`src/rtl/rf_wb_arbiter_if.sv`:
```
// Writeback request, register-file write and decode bypass signals shared
// between the ALU/LSU writeback stages, the arbiter and reg_file/decode.
interface rf_wb_arbiter_if #(
  parameter int unsigned DATA_W = 32,
  parameter int unsigned ADDR_W = 5
) ();

  logic              alu_wb_valid;
  logic [ADDR_W-1:0] alu_wb_rd;
  logic [DATA_W-1:0] alu_wb_data;
  logic              alu_wb_ready;

  logic              lsu_wb_valid;
  logic [ADDR_W-1:0] lsu_wb_rd;
  logic [DATA_W-1:0] lsu_wb_data;
  logic              lsu_wb_ready;

  logic              reg_wr_en;
  logic [ADDR_W-1:0] write_reg1;
  logic [DATA_W-1:0] write_data;

  logic [ADDR_W-1:0] rd_addr1;
  logic [ADDR_W-1:0] rd_addr2;
  logic              fwd_hit1;
  logic              fwd_hit2;
  logic [DATA_W-1:0] fwd_data;

  // Requesters, reg_file and decode side
  modport master (
    output alu_wb_valid, alu_wb_rd, alu_wb_data,
    input  alu_wb_ready,
    output lsu_wb_valid, lsu_wb_rd, lsu_wb_data,
    input  lsu_wb_ready,
    input  reg_wr_en, write_reg1, write_data,
    output rd_addr1, rd_addr2,
    input  fwd_hit1, fwd_hit2, fwd_data
  );

  // Arbiter side
  modport slave (
    input  alu_wb_valid, alu_wb_rd, alu_wb_data,
    output alu_wb_ready,
    input  lsu_wb_valid, lsu_wb_rd, lsu_wb_data,
    output lsu_wb_ready,
    output reg_wr_en, write_reg1, write_data,
    input  rd_addr1, rd_addr2,
    output fwd_hit1, fwd_hit2, fwd_data
  );

endinterface

```
`src/rtl/rf_wb_arbiter.sv`:
```
// Arbitrates ALU/LSU writebacks onto the single reg_file write port:
// LSU priority with an ALU anti-starvation counter, registered write, bypass.
module rf_wb_arbiter #(
  parameter int unsigned DATA_W       = 32,
  parameter int unsigned ADDR_W       = 5,
  parameter int unsigned STARVE_LIMIT = 3
) (
  input  logic               clock,
  input  logic               reset,
  rf_wb_arbiter_if.slave     wb
);

  localparam int unsigned CNT_W = $clog2(STARVE_LIMIT + 1);
  localparam logic [CNT_W-1:0] CNT_MAX = CNT_W'(STARVE_LIMIT);

  logic [CNT_W-1:0]  starve_cnt_q, starve_cnt_d;
  logic              reg_wr_en_q,  reg_wr_en_d;
  logic [ADDR_W-1:0] write_reg1_q, write_reg1_d;
  logic [DATA_W-1:0] write_data_q, write_data_d;

  logic alu_grant_c;
  logic lsu_grant_c;
  logic alu_forced_c;

  // Grant: LSU wins ties unless the ALU has lost STARVE_LIMIT cycles in a row
  always_comb begin
    alu_grant_c  = 1'b0;
    lsu_grant_c  = 1'b0;
    alu_forced_c = (starve_cnt_q == CNT_MAX);
    if (!reset) begin
      if (wb.alu_wb_valid && wb.lsu_wb_valid) begin
        alu_grant_c = alu_forced_c;
        lsu_grant_c = !alu_forced_c;
      end else begin
        alu_grant_c = wb.alu_wb_valid;
        lsu_grant_c = wb.lsu_wb_valid;
      end
    end
  end

  assign wb.alu_wb_ready = alu_grant_c;
  assign wb.lsu_wb_ready = lsu_grant_c;

  // Next state: starvation count and the winner's write; x0 writes complete but never enable
  always_comb begin
    starve_cnt_d = starve_cnt_q;
    reg_wr_en_d  = 1'b0;
    write_reg1_d = write_reg1_q;
    write_data_d = write_data_q;

    if (!wb.alu_wb_valid || alu_grant_c) begin
      starve_cnt_d = '0;
    end else if (starve_cnt_q != CNT_MAX) begin
      starve_cnt_d = starve_cnt_q + CNT_W'(1);
    end

    if (alu_grant_c) begin
      write_reg1_d = wb.alu_wb_rd;
      write_data_d = wb.alu_wb_data;
      reg_wr_en_d  = (wb.alu_wb_rd != '0);
    end else if (lsu_grant_c) begin
      write_reg1_d = wb.lsu_wb_rd;
      write_data_d = wb.lsu_wb_data;
      reg_wr_en_d  = (wb.lsu_wb_rd != '0);
    end
  end

  // Reset drops any in-flight write and clears the starvation history
  always_ff @(posedge clock) begin
    if (reset) begin
      starve_cnt_q <= '0;
      reg_wr_en_q  <= 1'b0;
      write_reg1_q <= '0;
      write_data_q <= '0;
    end else begin
      starve_cnt_q <= starve_cnt_d;
      reg_wr_en_q  <= reg_wr_en_d;
      write_reg1_q <= write_reg1_d;
      write_data_q <= write_data_d;
    end
  end

  assign wb.reg_wr_en  = reg_wr_en_q;
  assign wb.write_reg1 = write_reg1_q;
  assign wb.write_data = write_data_q;

  // Bypass the value reg_file will commit at the next edge; x0 never forwards
  assign wb.fwd_hit1 = reg_wr_en_q && (write_reg1_q == wb.rd_addr1) && (wb.rd_addr1 != '0);
  assign wb.fwd_hit2 = reg_wr_en_q && (write_reg1_q == wb.rd_addr2) && (wb.rd_addr2 != '0);
  assign wb.fwd_data = write_data_q;

endmodule

```
`src/flat_wrapper.sv`:
```
// flat-port wrapper written by rule: the top's interface ports become plain ports
module rf_wb_arbiter_flat 
#(
  parameter int unsigned DATA_W       = 32,
  parameter int unsigned ADDR_W       = 5,
  parameter int unsigned STARVE_LIMIT = 3
)
  (clock, reset, wb_alu_wb_valid, wb_alu_wb_rd, wb_alu_wb_data, wb_alu_wb_ready, wb_lsu_wb_valid, wb_lsu_wb_rd, wb_lsu_wb_data, wb_lsu_wb_ready, wb_reg_wr_en, wb_write_reg1, wb_write_data, wb_rd_addr1, wb_rd_addr2, wb_fwd_hit1, wb_fwd_hit2, wb_fwd_data);
  rf_wb_arbiter_if #(.DATA_W(DATA_W), .ADDR_W(ADDR_W)) wb_i ();
  input  logic clock;
  input  logic reset;
  input wire logic [$bits(wb_i.alu_wb_valid)-1:0] wb_alu_wb_valid;
  input wire logic [$bits(wb_i.alu_wb_rd)-1:0] wb_alu_wb_rd;
  input wire logic [$bits(wb_i.alu_wb_data)-1:0] wb_alu_wb_data;
  output wire logic [$bits(wb_i.alu_wb_ready)-1:0] wb_alu_wb_ready;
  input wire logic [$bits(wb_i.lsu_wb_valid)-1:0] wb_lsu_wb_valid;
  input wire logic [$bits(wb_i.lsu_wb_rd)-1:0] wb_lsu_wb_rd;
  input wire logic [$bits(wb_i.lsu_wb_data)-1:0] wb_lsu_wb_data;
  output wire logic [$bits(wb_i.lsu_wb_ready)-1:0] wb_lsu_wb_ready;
  output wire logic [$bits(wb_i.reg_wr_en)-1:0] wb_reg_wr_en;
  output wire logic [$bits(wb_i.write_reg1)-1:0] wb_write_reg1;
  output wire logic [$bits(wb_i.write_data)-1:0] wb_write_data;
  input wire logic [$bits(wb_i.rd_addr1)-1:0] wb_rd_addr1;
  input wire logic [$bits(wb_i.rd_addr2)-1:0] wb_rd_addr2;
  output wire logic [$bits(wb_i.fwd_hit1)-1:0] wb_fwd_hit1;
  output wire logic [$bits(wb_i.fwd_hit2)-1:0] wb_fwd_hit2;
  output wire logic [$bits(wb_i.fwd_data)-1:0] wb_fwd_data;
  assign wb_i.alu_wb_valid = wb_alu_wb_valid;
  assign wb_i.alu_wb_rd = wb_alu_wb_rd;
  assign wb_i.alu_wb_data = wb_alu_wb_data;
  assign wb_alu_wb_ready = wb_i.alu_wb_ready;
  assign wb_i.lsu_wb_valid = wb_lsu_wb_valid;
  assign wb_i.lsu_wb_rd = wb_lsu_wb_rd;
  assign wb_i.lsu_wb_data = wb_lsu_wb_data;
  assign wb_lsu_wb_ready = wb_i.lsu_wb_ready;
  assign wb_reg_wr_en = wb_i.reg_wr_en;
  assign wb_write_reg1 = wb_i.write_reg1;
  assign wb_write_data = wb_i.write_data;
  assign wb_i.rd_addr1 = wb_rd_addr1;
  assign wb_i.rd_addr2 = wb_rd_addr2;
  assign wb_fwd_hit1 = wb_i.fwd_hit1;
  assign wb_fwd_hit2 = wb_i.fwd_hit2;
  assign wb_fwd_data = wb_i.fwd_data;
  rf_wb_arbiter #(.DATA_W(DATA_W), .ADDR_W(ADDR_W), .STARVE_LIMIT(STARVE_LIMIT)) u_core (.clock(clock), .reset(reset), .wb(wb_i));
endmodule
```
`config.mk`:
```
export PLATFORM = sky130hd
export DESIGN_NAME = rf_wb_arbiter_flat
export DESIGN_NICKNAME = d
export VERILOG_FILES = /design/src/rtl/rf_wb_arbiter_if.sv /design/src/rtl/rf_wb_arbiter.sv /design/src/flat_wrapper.sv
export SDC_FILE = /design/constraint.sdc
export NUM_CORES = 1
export LEC_CHECK = 0
export CELL_PAD_IN_SITES_DETAIL_PLACEMENT = 1
export CELL_PAD_IN_SITES_GLOBAL_PLACEMENT = 1
export CORE_MARGIN = 5
export CORE_UTILIZATION = 27
export CTS_BUF_LIST = sky130_fd_sc_hd__clkbuf_8
export DETAILED_ROUTE_END_ITERATION = 10
export HOLD_SLACK_MARGIN = 0.15
export PLACE_DENSITY = 0.92
export SYNTH_ARGS = -nofsm -noshare
export SYNTH_HDL_FRONTEND = slang
export SYNTH_SLANG_ARGS = --single-unit
export TNS_END_PERCENT = 100
```
`constraint.sdc`:
```
create_clock -name clock -period 4.2 [get_ports clock]
set_input_delay 1.26 -clock clock [delete_from_list [all_inputs] [get_ports clock]]
set_output_delay 1.26 -clock clock [all_outputs]
set_load 0.005 [all_outputs]
```
==> results of run 1 <==
==> metrics by stage <==
stage	power (W)	worst slack, ns
2_1_floorplan	0.000579	1.08
3_3_place_gp	0.000747	0.154
3_5_place_dp	0.000762	0.123
4_1_cts	0.00101	0.113
5_1_grt	0.00105	0.0487
6_report	0.000990	0.118
==> power groups by stage <==
stage / clock [W] / sequential, W / combinational (W)
floorplan: 0 / 0.000442 / 0.000137
global placement: 0 / 0.000442 / 0.000305
detailed placement: 0 / 0.000445 / 0.000317
CTS: 0.000255 / 0.000436 / 0.000318
global route: 0.000271 / 0.000441 / 0.000340
finish: 0.000242 / 0.000436 / 0.000313
==> registers in the layout, indices dropped and copies added, names as in the netlist <==
name                  cells
u_core.wb.fwd_data       32
u_core.wb.write_reg1      5
u_core.starve_cnt_q       2
u_core.wb.reg_wr_en       1
==> Yosys cell counts (4+ instances only) <==
cell	count	area [µm²]
dfxtp_1	40	801
nor2_1	40	150
o21ai_0	38	190
a311oi_1	37	324
buf_4	32	240
or3b_1	31	272
clkbuf_1	17	63.8
xnor2_1	8	70.1
or3b_2	7	61.3
buf_2	4	20.0
buf_6	4	45.0
nand2_1	4	15.0
==> critical path, cell delays in order <==
cell	delay, ns
clkdlybuf4s50_1	0.41
or3_1	0.36
a211oi_1	0.25
clkdlybuf4s50_1	0.55
==> worst max-delay path by stage <==
| stage | startpoint | to | slack [ns] | depth (start not counted) |
|---|---|---|---|---|
| after floorplan | wb_rd_addr1[4] | wb_fwd_hit1 | 1.08 | 2 |
| after global placement | wb_rd_addr2[4] | wb_fwd_hit2 | 0.15 | 4 |
| after detailed placement | wb_rd_addr1[4] | wb_fwd_hit1 | 0.12 | 4 |
| after CTS | wb_rd_addr2[4] | wb_fwd_hit2 | 0.11 | 4 |
| after global routing | wb_rd_addr2[4] | wb_fwd_hit2 | 0.05 | 4 |
| final | wb_rd_addr2[4] | wb_fwd_hit2 | 0.12 | 4 |
==> kinds of logic after synthesis <==
logic type | count (synthesis) | synth area share, %
AND/OR/NAND/NOR | 93 | 24.2
AO/OA/AOI/OAI | 80 | 23.1
buffers and inverters | 61 | 16.0
flip-flops | 40 | 33.3
XOR/XNOR | 8 | 2.92
adder cells (fa/ha/maj) | 1 | 0.520
==> cell type report <==
cell class / count / area [µm²] / share of cell area, %
clock buffers: 5 / 68.8 / 1.77
repair buffers: 167 / 1660 / 42.6
multi-input cells: 182 / 1220 / 31.3
well taps: 108 / 135 / 3.47
inverters: 1 / 3.75 / 0.0965
flip-flops and latches: 40 / 801 / 20.6
clock inverters: 2 / 8.76 / 0.225
==> layer usage <==
metal	vias to the layer above	share of wire [%]	routed length, µm
met5	-	0	0
met4	0	2.0	176
met3	15	6.0	537
met2	100	52	4640
met1	1195	40	3590
li1	1232	-	-
==> reports/metrics.yaml, run 1 <==
logic_synthesis:
  synth_ff_type: "dfxtp_1"
  async_reset_ff_share_pct: 0
  syn_avg_cell_area_um2: 8.49
  synth_nets: 372
  syn_area_um2: 2400
  ys.warnings.count: 0
  syn_inst: 283
  synth-seq-area-share_pct: 33.3
  ys_seq_elements: 40
  synth_edf_count: 0
  synth_cell_types: 28
worst_setup_path:
  arrival_ns: 2.82
  cp_max_fo: 2
  r2r-start: "u_core.starve_cnt_q[0]$_SDFFE_PP0P_"
  rr_endpoint: "u_core.wb.fwd_data[0]$_SDFFE_PP0P_"
  required_ns: 2.94
  cp-end-kind: "primary output"
  critPathLaunchType: "primary input"
  criticalPathCategory: "in -> out"
  reg2reg_setup_slack_ns: 2.31
  rr_worst_depth: 5
sta:
  hold_slack_ns: 0.431
  setup_viol_count_final: 0
  period_share_pct: 97.2
  slew_viol_final: 0
  worstMarginPinSlew_ns: 0.639
  fin_worst_skew_ns: 0.00616
  finalHoldViolCount: 0
  rsz0062_at_grt: "no"
  maxSlewHeadroom_pct: 57.4
  fmax_ghz: 0.245
  fin_tns_setup_ns: 0
  min_period_ns: 4.08
min_path:
  hold_depth: 1
  min_path_type: "reg -> reg"
  hold_end: "u_core.starve_cnt_q[0]$_SDFFE_PP0P_"
  hp-start: "u_core.starve_cnt_q[0]$_SDFFE_PP0P_"
clocking:
  clk_latency_ns: 0.29
  cts-root-buf: "clkbuf_8"
  cts_setup_buffers: 0
  cts-resized-gates: 0
  cts_hold_buf: 0
  clock-sinks: 40
  clockBufferDepth: 2
  cts_buffers: 5
  path_clk_slew_ns: 0.07
  cts_tree: "done"
  htree_levels: 2
place:
  port_buffers: 161
  dpl_cell_area_um2: 3810
  dp.cells: 498
  hpwl_um: 6920
  gp_congestion: 0.766
cells_and_area:
  drive_above_1_share_pct: 5.54
  final_cells: 505
  fin_nets: 486
  fillers: 1004
  layout_common_cells: "clkdlybuf4s50_1 (161), nor2_1 (40), dfxtp_1 (40)"
  final_common_cell: "clkdlybuf4s50_1"
  n_antenna_cell: 0
  final_area_um2: 3890
  syn2layout_area_growth_pct: 61.9
  utilization_pct: 44.8
global_route:
  busiest_layer: "met2"
  antenna_found_initial: 0
  grt_usage_pct: 16.0
  grt_max_degree: 77
  grt_use_met1_pct: 18.4
  gr-total-overflow: 0
  grtUsageMet3_pct: 4.47
  grt_pass1_wl_um: 14600
  grt_pass1_vias: 2780
  grtUsageMet2_pct: 28.9
pwr:
  internal_power_w: 0.000721
  p_comb_share_pct: 31.6
  seq_power_share_pct: 44.0
  p_sw_w: 0.000269
  clkPwrFrac_pct: 24.4
  peakVddDrop_mv: 0.106
  p_per_area_nw_per_um2: 254
  swShare_pct: 27.2
  leakagePower_nw: 1.32
status:
  status: "finished clean"
die:
  die_h_um: 104
  start_util_pct: 27.7
  num_io_pins: 162
  coreArea_um2: 8680
  die-width_um: 104
  row_count: 34
  die_area_um2: 10900
drt:
  drc: 0
  dr.pass1.iters: 4
  drt-vias-per-instance: 5.03
  wl_per_cell_um: 17.7
  drt-total-wl_um: 8950
  vias: 2542
  dr.first_iter.drc_count: 62
  antenna_left: 0
job:
  max_cap_violations: 0
No activity file was read; power rests on OpenSTA's default activity.
==> run 2, diff against run 1 <==
--- a/config.mk
+++ b/config.mk
@@ -5,14 +5,16 @@
 export SDC_FILE = /design/constraint.sdc
 export NUM_CORES = 1
 export LEC_CHECK = 0
+export ABC_AREA = 1
 export CELL_PAD_IN_SITES_DETAIL_PLACEMENT = 1
 export CELL_PAD_IN_SITES_GLOBAL_PLACEMENT = 1
 export CORE_MARGIN = 5
-export CORE_UTILIZATION = 27
+export CORE_UTILIZATION = 25
 export CTS_BUF_LIST = sky130_fd_sc_hd__clkbuf_8
 export DETAILED_ROUTE_END_ITERATION = 10
+export GPL_TIMING_DRIVEN = 0
 export HOLD_SLACK_MARGIN = 0.15
-export PLACE_DENSITY = 0.92
+export PLACE_DENSITY = 0.87
 export SYNTH_ARGS = -nofsm -noshare
 export SYNTH_HDL_FRONTEND = slang
 export SYNTH_SLANG_ARGS = --single-unit
==> constraint.sdc (replaced) <==
create_clock -name clock -period 4.1 [get_ports clock]
set_input_delay 1.23 -clock clock [delete_from_list [all_inputs] [get_ports clock]]
set_output_delay 1.23 -clock clock [all_outputs]
set_load 0.005 [all_outputs]
==> run 2 against run 1 <==
Clock skew is 0.0054 ns higher. Highest routed layer unchanged. Flip-flop and latch count unchanged. Sequential share of layout area down 2.8 points. Largest cell class unchanged. Final cell count is 39% higher.
==> reports/metrics.yaml, run 2 <==
logic_synthesis:
  async_reset_ff_share_pct: 0  # unchanged
  synth-seq-area-share_pct: 30.7  # -2.6 points
  synth_ff_type: "dfxtp_1"
  yosysMostFrequentCell: "nor2_1"
  synth_top_area_share_pct: 30.7  # -2.6 points
  ys.warnings.count: 0  # unchanged
  syn_inst: 395  # +40%
  synth_edf_count: 0  # unchanged
  netlist_top_cells_area: "dfxtp_1 (31%), nor2_1 (12%), buf_4 (10%), nand2_1 (9.3%), nand3_1 (7.7%)"
  synth_cell_types: 21  # -25%
  synth_nets: 484  # +30%
  syn_area_um2: 2610  # +8.6%
  synth_top_area_cell: "dfxtp_1"
  ys_seq_elements: 40  # unchanged
  syn_avg_cell_area_um2: 6.61  # -22%
  yosys-top-cells-count: "nor2_1 (83), nand2_1 (65), dfxtp_1 (40), nand3_1 (40)"
global_route:
  grt_pass1_vias: 3424  # +23%
  grt_pass1_wl_um: 17100  # +18%
  grt_max_degree: 14  # -82%
  grt_use_met1_pct: 19.8  # +1.4 points
  busiest_layer: "met2"
  gr-total-overflow: 0  # unchanged
  grtUsageMet2_pct: 29.5  # +0.65 points
  grt_usage_pct: 16.5  # +0.48 points
  antenna_found_initial: 0  # unchanged
  grtUsageMet3_pct: 4.80  # +0.33 points
clocking:
  htree_levels: 2  # unchanged
  clk_latency_ns: 0.29  # about the same
  path_clk_slew_ns: 0.09  # +0.02 ns
  cts-root-buf: "clkbuf_8"
  clockBufferDepth: 2  # unchanged
  clock-sinks: 40  # unchanged
  cts_hold_buf: 0  # unchanged
  cts_buffers: 5  # unchanged
  cts_tree: "done"
worst_setup_path:
  r2r-start: "u_core.starve_cnt_q[0]$_SDFFE_PP0P_"
  criticalPathCategory: "in -> out"
  required_ns: 2.87  # -0.07 ns
  rr_endpoint: "u_core.wb.fwd_data[22]$_SDFFE_PP0P_"
  arrival_ns: 2.72  # -0.10 ns
  cp_max_fo: 10  # +8
  critPathLaunchType: "primary input"
  cp-end-kind: "primary output"
  rr_worst_depth: 7  # +2
  reg2reg_setup_slack_ns: 2.51  # +0.20 ns
drt:
  wl_per_cell_um: 15.1  # -15%
  drc: 0  # unchanged
  drt-total-wl_um: 10600  # +18%
  vias: 3139  # +23%
  dr.pass1.iters: 4  # unchanged
  antenna_left: 0  # unchanged
  dr.first_iter.drc_count: 49  # -21%
  drt-vias-per-instance: 4.47  # -11%
cells_and_area:
  n_antenna_cell: 0  # unchanged
  drive_above_1_share_pct: 12.2  # +6.6 points
  largest_reg_flops: 32  # unchanged
  fin_nets: 654  # +35%
  final_common_cell: "clkdlybuf4s50_1"
  fillers: 1302  # +30%
  final_cells: 702  # +39%
  layout_common_cells: "clkdlybuf4s50_1 (160), nor2_1 (83), nand2_1 (64)"
  syn2layout_area_growth_pct: 72.7
sta:
  fin_tns_setup_ns: 0  # unchanged
  min_period_ns: 3.95
  rsz0062_at_grt: "no"
  period_share_pct: 96.3
  hold_slack_ns: 0.443  # +0.0121 ns
  finalHoldViolCount: 0  # unchanged
  worstMarginPinSlew_ns: 0.541  # -0.0983 ns
  fmax_ghz: 0.253
  fin_worst_skew_ns: 0.0115  # +0.00535 ns
  maxSlewHeadroom_pct: 63.9  # +6.6 points
  slew_viol_final: 0  # unchanged
  fin_ws_ns: 0.152  # +0.0340 ns
  setup_viol_count_final: 0  # unchanged
min_path:
  hold_end: "u_core.starve_cnt_q[0]$_SDFFE_PP0P_"
  hp-start: "u_core.starve_cnt_q[0]$_SDFFE_PP0P_"
  hold_depth: 1  # unchanged
  min_path_type: "reg -> reg"
pwr:
  leakagePower_nw: 1.95  # +48%
  p_per_area_nw_per_um2: 259  # +1.6%
  peakVddDrop_mv: 0.133  # +25%
place:
  port_buffers: 161  # unchanged
  dp.cells: 692  # +39%
  hpwl_um: 8660  # +25%
  gp_congestion: 0.826  # +7.8%
  pre_cts_slack_ns: 0.0201  # -0.103 ns
die:
  die-width_um: 112  # +7.5%
  coreArea_um2: 10300  # +18%
  num_io_pins: 162  # unchanged
  die_area_um2: 12600  # +16%
  die_h_um: 112  # +7.5%
  start_util_pct: 25.4  # -2.3 points
  row_count: 37  # +8.8%
status:
  status: "finished clean"
job:
  max_cap_violations: 0  # unchanged
[run 2: cell count changes in the layout (fill, tap and decap cells not counted), sizes merged, moves of 8 or more]
cell,previous run,this run
xnor2,8,0
or3b,38,0
inv,2,21
buf,6,55
a21boi,0,33
a311oi,37,0
nor2,40,84
nand2,4,67
nand3,2,40
[run 2: cell type report]
| cell class | instances | area, µm² | area share, % |
|---|---|---|---|
| multi-input combinational | 277 | 1320 | 29.3 |
| tap | 136 | 170 | 3.77 |
| sequential | 40 | 801 | 17.8 |
| timing repair buffer | 163 | 1630 | 36.1 |
| buffer | 58 | 415 | 9.21 |
| inverter | 20 | 75.1 | 1.66 |
| clock inverter | 2 | 13.8 | 0.305 |
| clock buffer | 6 | 82.6 | 1.83 |
[run 2: stage by stage]
| step | power (W) | cell area (µm²) | util [%] |
|---|---|---|---|
| final | 0.00117 | 4510 | 43.9 |
| after global routing | 0.00125 | 4510 | 43.9 |
| after CTS | 0.00119 | 4490 | 43.7 |
| after detailed placement | 0.000894 | 4390 | 42.7 |
| after global placement | 0.000881 | 4390 | 42.7 |
| after floorplan | 0.000638 | 2610 | - |
[run 2: timing repair]
action | CTS | global route
resized for setup | 0 | 2
setup buffers | 0 | 2
endpoints found under the setup margin | 0 | 2
[run 2: critical path, stage by stage]
cell             delay, ns
clkdlybuf4s50_1       0.50
nand2_2               0.12
buf_4                 0.17
nand2_1               0.10
inv_1                 0.09
clkdlybuf4s50_1       0.50
[run 2: worst max-delay path by stage]
stage,start,to,slack (ns),depth (start not counted)
floorplan,wb_rd_addr2[4],wb_fwd_hit2,1.26,6
global placement,reset,wb_lsu_wb_ready,0.02,6
detailed placement,reset,wb_alu_wb_ready,0.02,5
CTS,reset,wb_alu_wb_ready,0.01,5
global route,wb_lsu_wb_valid,wb_alu_wb_ready,0.01,6
finish,wb_lsu_wb_valid,wb_alu_wb_ready,0.15,6
[run 2: metal layers]
metal | share of wire [%] | vias to the layer above
met1 | 42 | 1442
li1 | - | 1579
met4 | 0.64 | 0
met5 | 0 | -
met2 | 49 | 112
met3 | 7.5 | 6
[run 2: cells by family (layout without fill, tap and decap cells)]
family	after synthesis	count (layout)	share of synthesized area, %
flip-flops	40	40	30.7
adder cells (fa/ha/maj)	1	1	0.479
XOR/XNOR	2	2	0.671
AND/OR/NAND/NOR	192	192	30.4
AO/OA/AOI/OAI	82	82	19.0
buffers and inverters	78	249	18.8
[run 2: report_power, final]
group          internal (W)  total, W  switching [W]
sequential         0.000422  0.000453      0.0000313
combinational      0.000267  0.000428       0.000161
clock              0.000138  0.000285       0.000147
